==> src/rtl/mem_req_arbiter.sv <==
// Round-robin arbiter sharing one memory_interface port between a line-fill
// reader (requester 0) and a writeback buffer (requester 1).
// Optional WAIT-state timeout is enabled with `define ARB_TIMEOUT_EN.
module mem_req_arbiter #(
  parameter int ADDR_W  = 14,
  parameter int DATA_W  = 64,
  parameter int TIMEOUT = 255
) (
  input  logic              clk,
  input  logic              rst,
  input  logic              req0,
  input  logic              req1,
  input  logic              rd_wrt0,
  input  logic              rd_wrt1,
  input  logic [ADDR_W-1:0] addr0,
  input  logic [ADDR_W-1:0] addr1,
  input  logic [DATA_W-1:0] wdata0,
  input  logic [DATA_W-1:0] wdata1,
  output logic              ack0,
  output logic              ack1,
  output logic [DATA_W-1:0] rdata,
  output logic              err,
  output logic              busy,
  output logic [1:0]        gnt,
  output logic              mem_enable,
  output logic              mem_rd_wrt,
  output logic [ADDR_W-1:0] mem_addr,
  output logic [DATA_W-1:0] mem_data_out,
  input  logic [DATA_W-1:0] mem_data_in,
  input  logic              mem_done
);

  typedef enum logic [1:0] {IDLE, ISSUE, WAIT, RESP} state_t;

  state_t              r_state;
  logic                r_last_grant;
  logic                r_done_q;
  logic [1:0]          r_gnt;
  logic                r_mem_enable;
  logic                r_mem_rd_wrt;
  logic [ADDR_W-1:0]   r_mem_addr;
  logic [DATA_W-1:0]   r_mem_data_out;
  logic [DATA_W-1:0]   r_rdata;
  logic                r_ack0;
  logic                r_ack1;

  logic                w_done_rise;
  logic                w_any_req;
  logic                w_pick1;

  // Only an edge on mem_done counts, so a level left over from the previous
  // transaction can never complete the next one.
  assign w_done_rise = mem_done & ~r_done_q;
  assign w_any_req   = req0 | req1;
  // Requester 1 wins when alone, or on a tie when requester 0 went last.
  assign w_pick1     = req1 & (~req0 | ~r_last_grant);

`ifdef ARB_TIMEOUT_EN
  localparam int CNT_W = ($clog2(TIMEOUT + 1) > 8) ? $clog2(TIMEOUT + 1) : 8;

  logic [CNT_W-1:0] r_cnt;
  logic             r_err;

  // NOTE: state registers use non-blocking assignments so every branch sees
  // pre-edge values regardless of statement order.
  always_ff @(posedge clk or negedge rst) begin
    if (!rst) begin
      r_cnt <= '0;
      r_err <= 1'b0;
    end else begin
      case (r_state)
        ISSUE:   r_cnt <= '0;
        WAIT:    begin
          r_cnt <= r_cnt + 1'b1;
          r_err <= ~w_done_rise & (r_cnt == CNT_W'(TIMEOUT - 1));
        end
        default: r_err <= 1'b0;
      endcase
    end
  end

  logic w_timeout;
  assign w_timeout = (r_state == WAIT) & ~w_done_rise & (r_cnt == CNT_W'(TIMEOUT - 1));
  assign err       = r_err;
`else
  logic w_timeout;
  logic w_unused_timeout;
  assign w_timeout        = 1'b0;
  assign w_unused_timeout = (TIMEOUT == 0);
  assign err              = 1'b0;
`endif

  always_ff @(posedge clk or negedge rst) begin
    if (!rst) begin
      r_state        <= IDLE;
      r_last_grant   <= 1'b1;
      r_done_q       <= 1'b0;
      r_gnt          <= 2'b00;
      r_mem_enable   <= 1'b0;
      r_mem_rd_wrt   <= 1'b0;
      r_mem_addr     <= '0;
      r_mem_data_out <= '0;
      r_rdata        <= '0;
      r_ack0         <= 1'b0;
      r_ack1         <= 1'b0;
    end else begin
      r_done_q <= mem_done;
      case (r_state)
        IDLE: begin
          if (w_any_req) begin
            r_mem_rd_wrt   <= w_pick1 ? rd_wrt1 : rd_wrt0;
            r_mem_addr     <= w_pick1 ? addr1   : addr0;
            r_mem_data_out <= w_pick1 ? wdata1  : wdata0;
            r_gnt          <= w_pick1 ? 2'b10   : 2'b01;
            r_last_grant   <= w_pick1;
            r_mem_enable   <= 1'b1;
            r_state        <= ISSUE;
          end
        end
        ISSUE: begin
          r_mem_enable <= 1'b0;
          r_state      <= WAIT;
        end
        WAIT: begin
          if (w_done_rise) begin
            if (r_mem_rd_wrt) r_rdata <= mem_data_in;
            r_ack0  <= r_gnt[0];
            r_ack1  <= r_gnt[1];
            r_state <= RESP;
          end else if (w_timeout) begin
            r_ack0  <= r_gnt[0];
            r_ack1  <= r_gnt[1];
            r_state <= RESP;
          end
        end
        RESP: begin
          r_ack0  <= 1'b0;
          r_ack1  <= 1'b0;
          r_gnt   <= 2'b00;
          r_state <= IDLE;
        end
        default: r_state <= IDLE;
      endcase
    end
  end

  assign ack0         = r_ack0;
  assign ack1         = r_ack1;
  assign rdata        = r_rdata;
  assign busy         = (r_state != IDLE);
  assign gnt          = r_gnt;
  assign mem_enable   = r_mem_enable;
  assign mem_rd_wrt   = r_mem_rd_wrt;
  assign mem_addr     = r_mem_addr;
  assign mem_data_out = r_mem_data_out;

endmodule

==> config.mk <==
export PLATFORM = sky130hd
export DESIGN_NAME = mem_req_arbiter
export DESIGN_NICKNAME = d
export VERILOG_FILES = /design/src/rtl/mem_req_arbiter.sv
export SDC_FILE = /design/constraint.sdc
export NUM_CORES = 1
export LEC_CHECK = 0
export ABC_AREA = 1
export CAP_MARGIN = 20
export CORE_MARGIN = 1
export CORE_UTILIZATION = 35
export DETAILED_ROUTE_END_ITERATION = 8
export GPL_TIMING_DRIVEN = 0
export PLACE_DENSITY = 0.72
export SYNTH_ARGS = -nofsm -noshare
export SYNTH_HDL_FRONTEND = slang
export SYNTH_SLANG_ARGS = --single-unit
==> constraint.sdc <==
create_clock -name clk -period 2.4 [get_ports clk]
set_clock_uncertainty 0.15 [all_clocks]
set_input_delay 0.36 -clock clk [delete_from_list [all_inputs] [get_ports clk]]
set_output_delay 0.36 -clock clk [all_outputs]
set_load 0.05 [all_outputs]
==> impl_metrics.csv <==
group,metric,value,unit
synth,synthArstFlopShare,100,%
worst_setup_path,path_class,"flip-flop to output pin",
routing,drt_first_pass_iters,5,
clock_tree,cts_tree,"yes",
cells_and_area,seqCellArea,0.00380,mm^2
worst_setup_path,cp_max_fo,5,
die,rows,52,
timing,holdWs,323,ps
timing,fin_crit,2250,ps
synth,syn_avg_cell_area,7.28,um^2
grt,grt_max_degree,88,
worst_setup_path,path_cells,"inv_1 -> ha_1 -> inv_2 -> clkdlybuf4s15_2",
clock_tree,cts_setup_buffers,0,
worst_setup_path,cpLargestDelayFamily,"buffers and inverters",
worst_setup_path,cp.required,1890,ps
routing,num_vias,7698,
cells_and_area,nets,1639,
flow_run,drv_cap,0,
grt,grt_pass1_wl,38.7,mm
synth,synth_top_area_share,51.4,%
placement,dpl.hpwl,18.9,mm
synth,ys_top_cells_by_count,"nand2_1, nand3_1, inv_1",
cells_and_area,drive_above_1_share,5.15,%
synth,yosysSeqAreaShare,51.7,%
placement,io_buffers,375,
grt,overflow,0,
timing,min_period_over_period,93.9,%
synth,synth_nets,1243,
grt,antenna_found_initial,0,
routing,drc,0,
grt,grt_pass1_vias,7481,
synth,synth-edff-count,0,
clock_tree,cts_buffer_depth,2,
die,start_util,36.0,%
clock_tree,root_buffer,"clkbuf_16",
synth,ys_ff_latch,152,
clock_tree,cts.clk_slew.worst_paths,70,ps
pwr,power,17.5,mW
clock_tree,clock_sinks,152,
die,fp.dieArea,0.0216,mm^2
timing,maxSlewHeadroom,42.2,%
clock_tree,htreeDepth,4,
worst_setup_path,arrival,1740,ps
cells_and_area,fillers,1889,
pwr,power_leakage,6.33,nW
synth,synth_flop_cell,"dfrtp_1",
die,die_w,147,um
worst_setup_path,slowest_stage,"dfrtp_1",
worst_setup_path,worstSetupEndpointType,"output pin",
timing,setup_viol_count_final,0,
cells_and_area,post-route-util,58.9,%
worst_setup_path,cp-start-kind,"flip-flop",
clock_tree,clk_latency,410,ps
synth,synth_area_leaders,"dfrtp_1, nand2_1, nand3_1, inv_1, buf_2",
cells_and_area,syn_to_final_growth,63.5,%
synth,synthCells,1010,
die,die_h,147,um
cells_and_area,n_antenna_cell,0,
synth,yosysTopAreaCell,"dfrtp_1",
timing,timing.fmax,444,MHz
routing,wl_per_cell,14.5,um
routing,drtIter0Drc,303,
die,ios,377,
timing,hold_viol_final,0,
worst_setup_path,path_buf_inv,3,
synth,yosysUniqueCellTypes,20,
synth,synth_area,0.00736,mm^2
pwr,peakVddDrop,0.000631,V
worst_setup_path,rrSetupSlack,310,ps
timing,rsz0062_at_grt,"false",
min_path,hold_class,"primary input to flip-flop",
cells_and_area,multiInputGateArea,0.00266,mm^2
grt,track_usage,23.1,%
routing,avgViaCountPerCell,4.56,
synth,yosysMostFrequentCell,"nand2_1",
pwr,powerDensity,1450,mW/mm^2
synth,ys_warn_count,0,
timing,tightest_slew,868,ps
routing,drt_wl_total,24.6,mm
clock_tree,cts_made_buffers,17,
placement,place_congestion,0.853,
worst_setup_path,cpPeakStageDelay,440,ps
status,outcome,"complete, no violations",
timing,drv_slew,0,
die,core-area,0.0204,mm^2
routing,route.antenna.remaining_nets,0,
[flip-flops by register name (all words and copies together) (netlist names)]
signal,cells
ack0,1
ack1,1
gnt,2
mem_addr,14
mem_data_out,64
mem_enable,1
mem_rd_wrt,1
r_done_q,1
r_last_grant,1
r_state,2
rdata,64
[path summary, 6_finish.rpt]
| check | startpoint | to | depth (start not counted) |
|---|---|---|---|
| max in group asynchronous | rst | rdata[62] | 3 |
| worst min-delay path | mem_done | r_done_q | 1 |
| worst max register to register | r_state[0] | mem_data_out[13] | 7 |
| worst max-delay path | r_state[0] | busy | 4 |
| min in group asynchronous | rst | mem_addr[5] | 2 |
| worst min register to register | rdata[44] | rdata[44] | 2 |
[cell usage in the layout (no fill, tap or decap)]
master and n:
nand2_1 451, clkdlybuf4s50_1 373, nand3_1 167, inv_1 166
dfrtp_1 151, buf_2 29, clkbuf_1 17, clkbuf_16 17
buf_1 7, ha_1 6, inv_6 6, clkinvlp_4 4
buf_4 3, inv_2 2, nor2_1 2, clkinv_2 2
inv_8 2, nand2_2 1, nor2_4 1, o21ai_2 1
nand4_1 1, or2_2 1, a21oi_1 1, o21ai_0 1
conb_1 1, dlygate4sd3_1 1, buf_6 1, buf_16 1
clkdlybuf4s15_2 1, dfstp_2 1
[timing repair]
item / in CTS / in global routing
hold buffers: 1 / 0
gates resized for setup: 3 / 0
setup endpoints to repair: 1 / 0
hold endpoints to repair: 85 / 0
[area by class of cell]
type	instances	area share, %
buffer	56	2.14
clock buffer	17	3.54
clock inverter	14	0.957
inverter	168	5.24
multi-input combinational	634	22.1
sequential	152	31.6
tap	270	2.81
timing repair buffer	377	31.5
[worst reg2reg max path, stage by stage (launching register included)]
cell	delay, ps
dfrtp_1	440
inv_1	130
ha_1	230
inv_2	90
nor2_4	270
buf_1	450
nand3_1	160
nand2_1	90
[per-layer routing]
| layer | share of wire, % | global-route usage, % |
|---|---|---|
| met5 | 0 | 0 |
| met4 | 2.5 | 8.71 |
| met3 | 8.1 | 6.49 |
| met2 | 50 | 40.8 |
| met1 | 39 | 26.3 |
[cell families after synthesis]
kind of cell,after synthesis,synth area share [%]
compound gates,3,0.255
fa+ha+maj,6,1.02
buf+inv,224,12.1
flops,152,51.7
other cells,1,0.0510
simple gates,624,34.9
[per-stage QoR]
step	instance area (um^2)	cells	worst slack [ps]	setup TNS (ps)
after floorplan	7360	1010	649	0
after global placement	11400	1655	-5580	-852730
after detailed placement	11500	1656	-160	-9070
after CTS	12000	1688	133	0
after global routing	12000	1688	45.5	0
final	12000	1688	145	0
[where the power goes]
part | leakage [nW] | switching, mW | internal (mW) | total [mW]
Sequential | 1.89 | 0.697 | 3.86 | 4.55
Clock | 0.257 | 1.16 | 1.35 | 2.51
Combinational | 4.19 | 7.05 | 3.36 | 10.4
Total | 6.33 | 8.90 | 8.56 | 17.5
Note: power is estimated with default switching activity, not from simulation.
